**src/rtl/display_multiplex_hex8.sv**
```systemverilog
// 8-digit multiplexed common-cathode 7-segment driver with hex decode and leading-zero blanking.
// Optional anti-ghosting blank cycle on each digit switch: define DISPLAY_GHOST_GAP_EN.
module display_multiplex_hex8 #(
  parameter int CLOCK_HZ         = 10_000_000,
  parameter int SWITCH_PERIOD_US = 1000
) (
  input  logic        Clock,
  input  logic        Reset,
  input  logic [31:0] Data_i,
  input  logic [7:0]  DecimalPoints_i,
  output logic [7:0]  Cathodes_o,
  output logic [7:0]  Segments_o
);

  // DELAY must be at least 2 so the strobe is a single-clock pulse
  localparam int DELAY = CLOCK_HZ / 1_000_000 * SWITCH_PERIOD_US;
  localparam int CW    = (DELAY > 2) ? $clog2(DELAY) : 1;
  localparam logic [CW-1:0] LAST = CW'(DELAY - 1);

  logic [CW-1:0] cnt_q, cnt_d;
  logic [2:0]    sel_q, sel_d;
  logic [7:0]    cath_q, cath_d;
  logic [7:0]    seg_q, seg_d;
  logic          switch_s;
  logic          gap_s;
  logic          enable_s;
  logic [3:0]    nibble_s;

  function automatic logic [6:0] hex7(input logic [3:0] v);
    logic [6:0] p;
    case (v)
      4'h0:    p = 7'h3F;
      4'h1:    p = 7'h06;
      4'h2:    p = 7'h5B;
      4'h3:    p = 7'h4F;
      4'h4:    p = 7'h66;
      4'h5:    p = 7'h6D;
      4'h6:    p = 7'h7D;
      4'h7:    p = 7'h07;
      4'h8:    p = 7'h7F;
      4'h9:    p = 7'h6F;
      4'hA:    p = 7'h77;
      4'hB:    p = 7'h7C;
      4'hC:    p = 7'h39;
      4'hD:    p = 7'h5E;
      4'hE:    p = 7'h79;
      4'hF:    p = 7'h71;
      default: p = 7'h00;
    endcase
    return p;
  endfunction

  // Strobe counter, digit selector and the next registered output values
  always_comb begin
    switch_s = (cnt_q == LAST);
    cnt_d    = switch_s ? '0 : cnt_q + CW'(1);
    sel_d    = switch_s ? sel_q + 3'd1 : sel_q;
    nibble_s = Data_i[{sel_q, 2'b00} +: 4];

    // Digit is lit when it is digit 0 or any nibble at or above it is nonzero
    enable_s = (sel_q == 3'd0);
    for (int k = 0; k < 8; k++) begin
      enable_s = enable_s | ((3'(k) >= sel_q) && (Data_i[4*k +: 4] != 4'h0));
    end

`ifdef DISPLAY_GHOST_GAP_EN
    gap_s = switch_s;
`else
    gap_s = 1'b0;
`endif

    cath_d = gap_s ? 8'hFF : ~(8'b1 << sel_q);
    seg_d  = gap_s ? 8'h00 : {DecimalPoints_i[sel_q], (enable_s ? hex7(nibble_s) : 7'h00)};
  end

  // State and output registers, asynchronously cleared
  always_ff @(posedge Clock or negedge Reset) begin
    if (!Reset) begin
      cnt_q  <= '0;
      sel_q  <= 3'd0;
      cath_q <= 8'hFF;
      seg_q  <= 8'h00;
    end else begin
      cnt_q  <= cnt_d;
      sel_q  <= sel_d;
      cath_q <= cath_d;
      seg_q  <= seg_d;
    end
  end

  assign Cathodes_o = cath_q;
  assign Segments_o = seg_q;

endmodule

```
**config.mk**
```make
export PLATFORM = sky130hd
export DESIGN_NAME = display_multiplex_hex8
export DESIGN_NICKNAME = d
export VERILOG_FILES = /design/src/rtl/display_multiplex_hex8.sv
export SDC_FILE = /design/constraint.sdc
export NUM_CORES = 1
export LEC_CHECK = 0
export BUFFER_PORTS_ARGS = -buffer_cell sky130_fd_sc_hd__buf_2
export CAP_MARGIN = 20
export CORE_ASPECT_RATIO = 0.9
export CORE_MARGIN = 8
export CORE_UTILIZATION = 47
export DETAILED_ROUTE_END_ITERATION = 7
export PLACE_DENSITY = 0.76
export SYNTH_ARGS = -nofsm -noshare
export SYNTH_HDL_FRONTEND = slang
export SYNTH_SLANG_ARGS = --single-unit
```
**constraint.sdc**
```tcl
create_clock -name Clock -period 2 [get_ports Clock]
set_input_delay 0.1 -clock Clock [delete_from_list [all_inputs] [get_ports Clock]]
set_output_delay 0.1 -clock Clock [all_outputs]
set_load 0.02 [all_outputs]
```
== After elaboration in Yosys (flattened, before gate mapping) ==
Memory sizes are Yosys's and may differ from the RTL's.
Cells that the tools add are included.

* Memories kept: 1
* Bits of input ports: 42
* ROM bits: 112
* Register bits after elaboration: 33
* Memory bits (writable): 0
* Output and inout bits: 16
* Bits in latches: 0

* Reductions and logical operators: 17
* Shift-type cells: 2
* Bitwise operators: 9
* $add $sub $neg: 2
* Order comparisons: 9
* Muxes and demuxes: 4
* Eq/ne operators: 1
* Multiply operators: 0
* Divide/modulo/power cells: 0

{| class="wikitable"
|+ Memory list
! memory !! depth !! bits a word !! read ports !! clocked after memory_dff !! wr ports !! line !! source
|-
| (name not given) || 16 || 7 || 1 || 0 || 0 || 31 || <nowiki>case (v)</nowiki>
|}

{| class="wikitable"
|+ Operator list
! kind !! number
|-
| $reduce_bool A4 Y1 || 8
|-
| $shiftx A32 B6 Y4 || 1
|-
| $add A14 B1 Y14 const B || 1
|-
| $eq A14 B14 Y1 const B || 1
|-
| $mux W14 || 1
|-
| $ge A3 B3 Y1 const A || 4
|-
| $logic_and A1 B1 Y1 || 8
|-
| $not A8 Y8 || 1
|-
| $or A1 B1 Y1 || 8
|-
| $shl A1 B3 Y8 const A || 1
|-
| $mux W7 || 1
|-
| $ge A1 B3 Y1 const A || 2
|-
| $ge A2 B3 Y1 const A || 2
|-
| $lt A3 B4 Y1 const B || 1
|-
| $add A3 B1 Y3 const B || 1
|-
| $bmux W1 S3 || 1
|-
| $logic_not A3 Y1 || 1
|-
| $mux W1 || 1
|}

== Logic depth before layout (Yosys ltp) ==
* Word-level depth: 11
* Depth in mapped cells: 10
* Mapped depth without buffers: 8

== Worst setup path before layout ==
OpenSTA, ideal clock, no wires.

* Path type: register to register
* From: register sel_q[0]
* To: register seg_q[0] (netlist: Segments_o[0])
* Library setup time: 72 ps
* Data arrival time: 2071 ps
* Setup slack: -142 ps
* Data required time: 1928 ps
* Period minus slack after synthesis: 2142 ps
* Cell stages (with the launch flop): 10
* Cell sequence: dfrtp_1 > buf_6 > buf_6 > mux4_2 > mux2i_1 > inv_1 > ha_1 > nor3b_1 > a311oi_1 > nor2_1

* Longest elaborated chain between the ends: 11
* Elaborated cells on any way between the ends: 28
* Classes of those cells: order compare (8); shift (1); mux (1); bitwise (8); reduce/logical (9); memory (1)

{| class="wikitable"
|+ RTL lines
! what !! line !! source
|-
| start: declaration || 21 || <nowiki>logic [2:0] sel_q, sel_d;</nowiki>
|-
| start signal: assignment || 85 || <nowiki>sel_q <= sel_d;</nowiki>
|-
| $ge A1 B3 Y1 || 63 || <nowiki>enable_s = enable_s | ((3'(k) >= sel_q) && (Data_i[4*k +: 4] != 4'h0));</nowiki>
|-
| $logic_and A1 B1 Y1 || 63 ||
|-
| $or A1 B1 Y1 (8 in series) || 63 ||
|-
| $mux W7 * || 73 || <nowiki>seg_d = gap_s ? 8'h00 : {DecimalPoints_i[sel_q], (enable_s ? hex7(nibble_s) : 7'h00)};</nowiki>
|-
| via seg_d[0] || 23 || <nowiki>logic [7:0] seg_q, seg_d;</nowiki>
|-
| end signal: assignment || 87 || <nowiki>seg_q <= seg_d;</nowiki>
|-
| end: declaration || 23 ||
|}

Mark *: on every way through the listed nets, which the timed path passes. The rest lies on a longest branch.
A chain may end at the register's enable or synchronous reset.

== Final worst setup path ==
Same ends and word-level chain as after synthesis.

==> impl_metrics.tcl <==
set metrics [dict create \
    synth_largest_type_area_fraction_pct 31.4 \
    ctsRootBufferMaster "clkbuf_8" \
    placed_wire_length_estimate_um 3670 \
    timing.critical_path.from_type "register" \
    boundaryPins 58 \
    rsz0062_at_grt "true" \
    finalWorstSetupSlack_ns -0.0118 \
    core_area_um2 4070 \
    clk_pin_slew_worst_paths_ns 0.07 \
    die_span_in_y_um 77.8 \
    nNetsFinal 321 \
    vias_in_the_first_global_route 1873 \
    timing.fmax_ghz 0.497 \
    ff_latch_count_synth 33 \
    initial_core_util_pct 48.9 \
    ys.flop_type "dfrtp_1" \
    post-route-util_pct 65.2 \
    global_route_wire_length_before_repair_um 8450 \
    global_route.overflow_total 0 \
    hold_violations 0 \
    worst_slew_margin_rel_pct 51.7 \
    synth-warning-count 0 \
    cp_slowest_cell "mux4_2" \
    detail_route.vias_per_cell 5.50 \
    area_growth_syn_to_layout_pct 33.4 \
    worstHoldPathType "in2reg" \
    syn_inst 186 \
    post_synth_main_area_contributors "dfrtp_1 (31%), dfstp_2 (11%), mux4_2 (9.0%), ha_1 (7.5%), mux2i_1 (5.0%)" \
    worstMarginPinSlew_ns 0.725 \
    antenna-diode-count 0 \
    wire_per_inst_um 15.8 \
    grt_start_max_net_pins 34 \
    crit_arrival_ns 2.18 \
    synth.top_cells.by_count "dfrtp_1 (25), nor2_1 (20), nand2_1 (19)" \
    dpl_worst_slack_ns -0.0689 \
    drv.max_cap_violation_count 0 \
    final_wl_um 4980 \
    detail_route.drc_violations 0 \
    cts_tree "yes" \
    finalWorstPathRequiredPeriod_ns 2.01 \
    synthDominantAreaCellType "dfrtp_1" \
    port_buffers 57 \
    die-area_um2 6580 \
    post-synth-top-count-cell "dfrtp_1" \
    cts_inserted_buffers 5 \
    total_leakage_power_nw 1.20 \
    timing.critical_path.fanout_max 4 \
    drtIter0Drc 138 \
    timing.critical_path.slowest_cell_delay_ns 0.53 \
    synth.distinct_cells 39 \
    gr-usage-all-layers_pct 15.7 \
    synth-seq-area-share_pct 42.0 \
    synth_nets 240 \
    total_number_of_vias 1732 \
    numClockSinks 33 \
    gp_congestion 0.858 \
    die_x_um 84.6 \
    number_of_h_tree_levels 2 \
    postRouteAntennaNets 0 \
    fin_worst_skew_ns 0.00474 \
    post_synth.cell_area_avg_um2 10.7 \
    clkLatencyLatePin_ns 0.28 \
    peak_supply_drop_mv 0.341 \
    layout.filler_cells 338 \
    path_class "reg2reg" \
    crit_required_ns 2.17 \
    number_of_antenna_violations_at_the_first_check_in_global_routing 0 \
    postSynth.asyncResetShare_pct 100 \
    detailed_place.area_um2 2410 \
    design_power_total_mw 1.39 \
    outcome "finished with violations" \
    cellPowerDensity_nw_per_um2 525 \
    timing.critical_path.to_type "register" \
    timing.final.crit_share_pct 101 \
    postLayoutCellArea_um2 2660 \
    rows 22 \
    drtPass1Iterations 5 \
    final-setup-viol-count 2 \
    timing_max_transition_violations_final 0 \
    number_of_enable_type_register_cells_in_the_synthesized_netlist 0 \
    synth.cell_area_um2 1990 \
    clk_path_buf_depth 2 \
    violated_checks "setup timing" \
    crit_chain "buf_4 -> mux4_2 -> mux2i_4 -> ha_2 -> inv_1 -> a311oi_2 -> nor2_1" \
    share_of_cells_above_drive_strength_1_pct 47.6 \
]
final cells by class:
cell class / instances / area (um2) / area share (%)
well taps: 48 / 60.1 / 2.26
flip-flops and latches: 33 / 837 / 31.5
clock buffers: 6 / 82.6 / 3.11
multi-input cells: 135 / 1160 / 43.5
clock inverters: 1 / 7.51 / 0.283
repair buffers: 81 / 469 / 17.7
inverters: 11 / 43.8 / 1.65
sequential cells by signal, indices dropped and copies added (netlist names):
name	flops
cnt_q	14
Cathodes_o	8
sel_q	3
Segments_o	8
kinds of logic (layout without fill, tap and decap cells):
group                      after synthesis  in the layout  share of synthesized area, %
and+or+nand+nor                         70             70                          17.7
DFF                                     33             33                          42.0
AOI/OAI and AO/OA                       20             20                          7.29
muxes                                   20             20                          15.3
buffers and inverters                   18             99                          4.46
xor gates and xnor gates                13             13                          5.72
adders and majority gates               12             12                          7.54
final timing paths:
| check | start | endpoint | slack, ns | cells past startpoint |
|---|---|---|---|---|
| max | sel_q[0] | Segments_o[0] | -0.01 | 7 |
| min reg2reg | cnt_q[0] | cnt_q[0] | 0.49 | 1 |
| max reg2reg | sel_q[0] | Segments_o[0] | -0.01 | 7 |
| min in group asynchronous | Reset | cnt_q[0] | 0.41 | 2 |
| max in group asynchronous | Reset | sel_q[1] | 1.09 | 2 |
| min | DecimalPoints_i[7] | Segments_o[7] | 0.24 | 4 |
power breakdown:
group / switching [mW] / internal, mW / leakage [nW]
combinational: 0.107 / 0.0935 / 0.764
clock: 0.239 / 0.272 / 0.0433
sequential: 0.00231 / 0.681 / 0.392
through the flow:
| stage | TNS (ns) | hold slack (ns) | std cells |
|---|---|---|---|
| 6_report | -0.0233 | 0.235 | 315 |
| 3_3_place_gp | 0 | 0.201 | 298 |
| 5_1_grt | -0.490 | 0.238 | 315 |
| 2_1_floorplan | -0.0885 | -0.196 | 186 |
| 4_1_cts | 0 | 0.228 | 314 |
| 3_5_place_dp | -0.130 | 0.207 | 298 |
placed cells by master, fill, tap and decap left out, types with 7 or more instances in the layout:
cell type	instances
nand2_1	19
xor2_1	7
buf_2	58
inv_1	7
mux4_2	8
dfstp_2	8
mux2i_1	8
dfrtp_1	24
buf_4	21
nand3_1	7
nor2_1	20
metal layers:
layer | vias up | GRT usage (%) | part of all wire (%)
met5 | - | 0 | 0
met4 | 0 | 6.75 | 1.4
met3 | 6 | 4.63 | 5.6
met2 | 57 | 26.5 | 48
met1 | 846 | 18.1 | 44
li1 | 823 | - | -
worst max-delay path, delay by kind of cell (launching register included):
kind | cells | cell delay [ns]
and+or+nand+nor | 1 | 0.08
buffers and inverters | 2 | 0.22
adders and majority gates | 1 | 0.25
AOI/OAI and AO/OA | 1 | 0.21
DFF | 1 | 0.36
muxes | 2 | 0.79
what timing repair did:
| action | in CTS | in global routing |
|---|---|---|
| buffers inserted | 8 | 1 |
| setup endpoints to repair | 5 | 7 |
| hold buffers | 1 | 0 |
| pin swaps | 1 | 5 |
| endpoints found under the hold margin | 25 | 0 |
| resized for setup | 2 | 17 |
No activity file was read; power rests on OpenSTA's default activity.
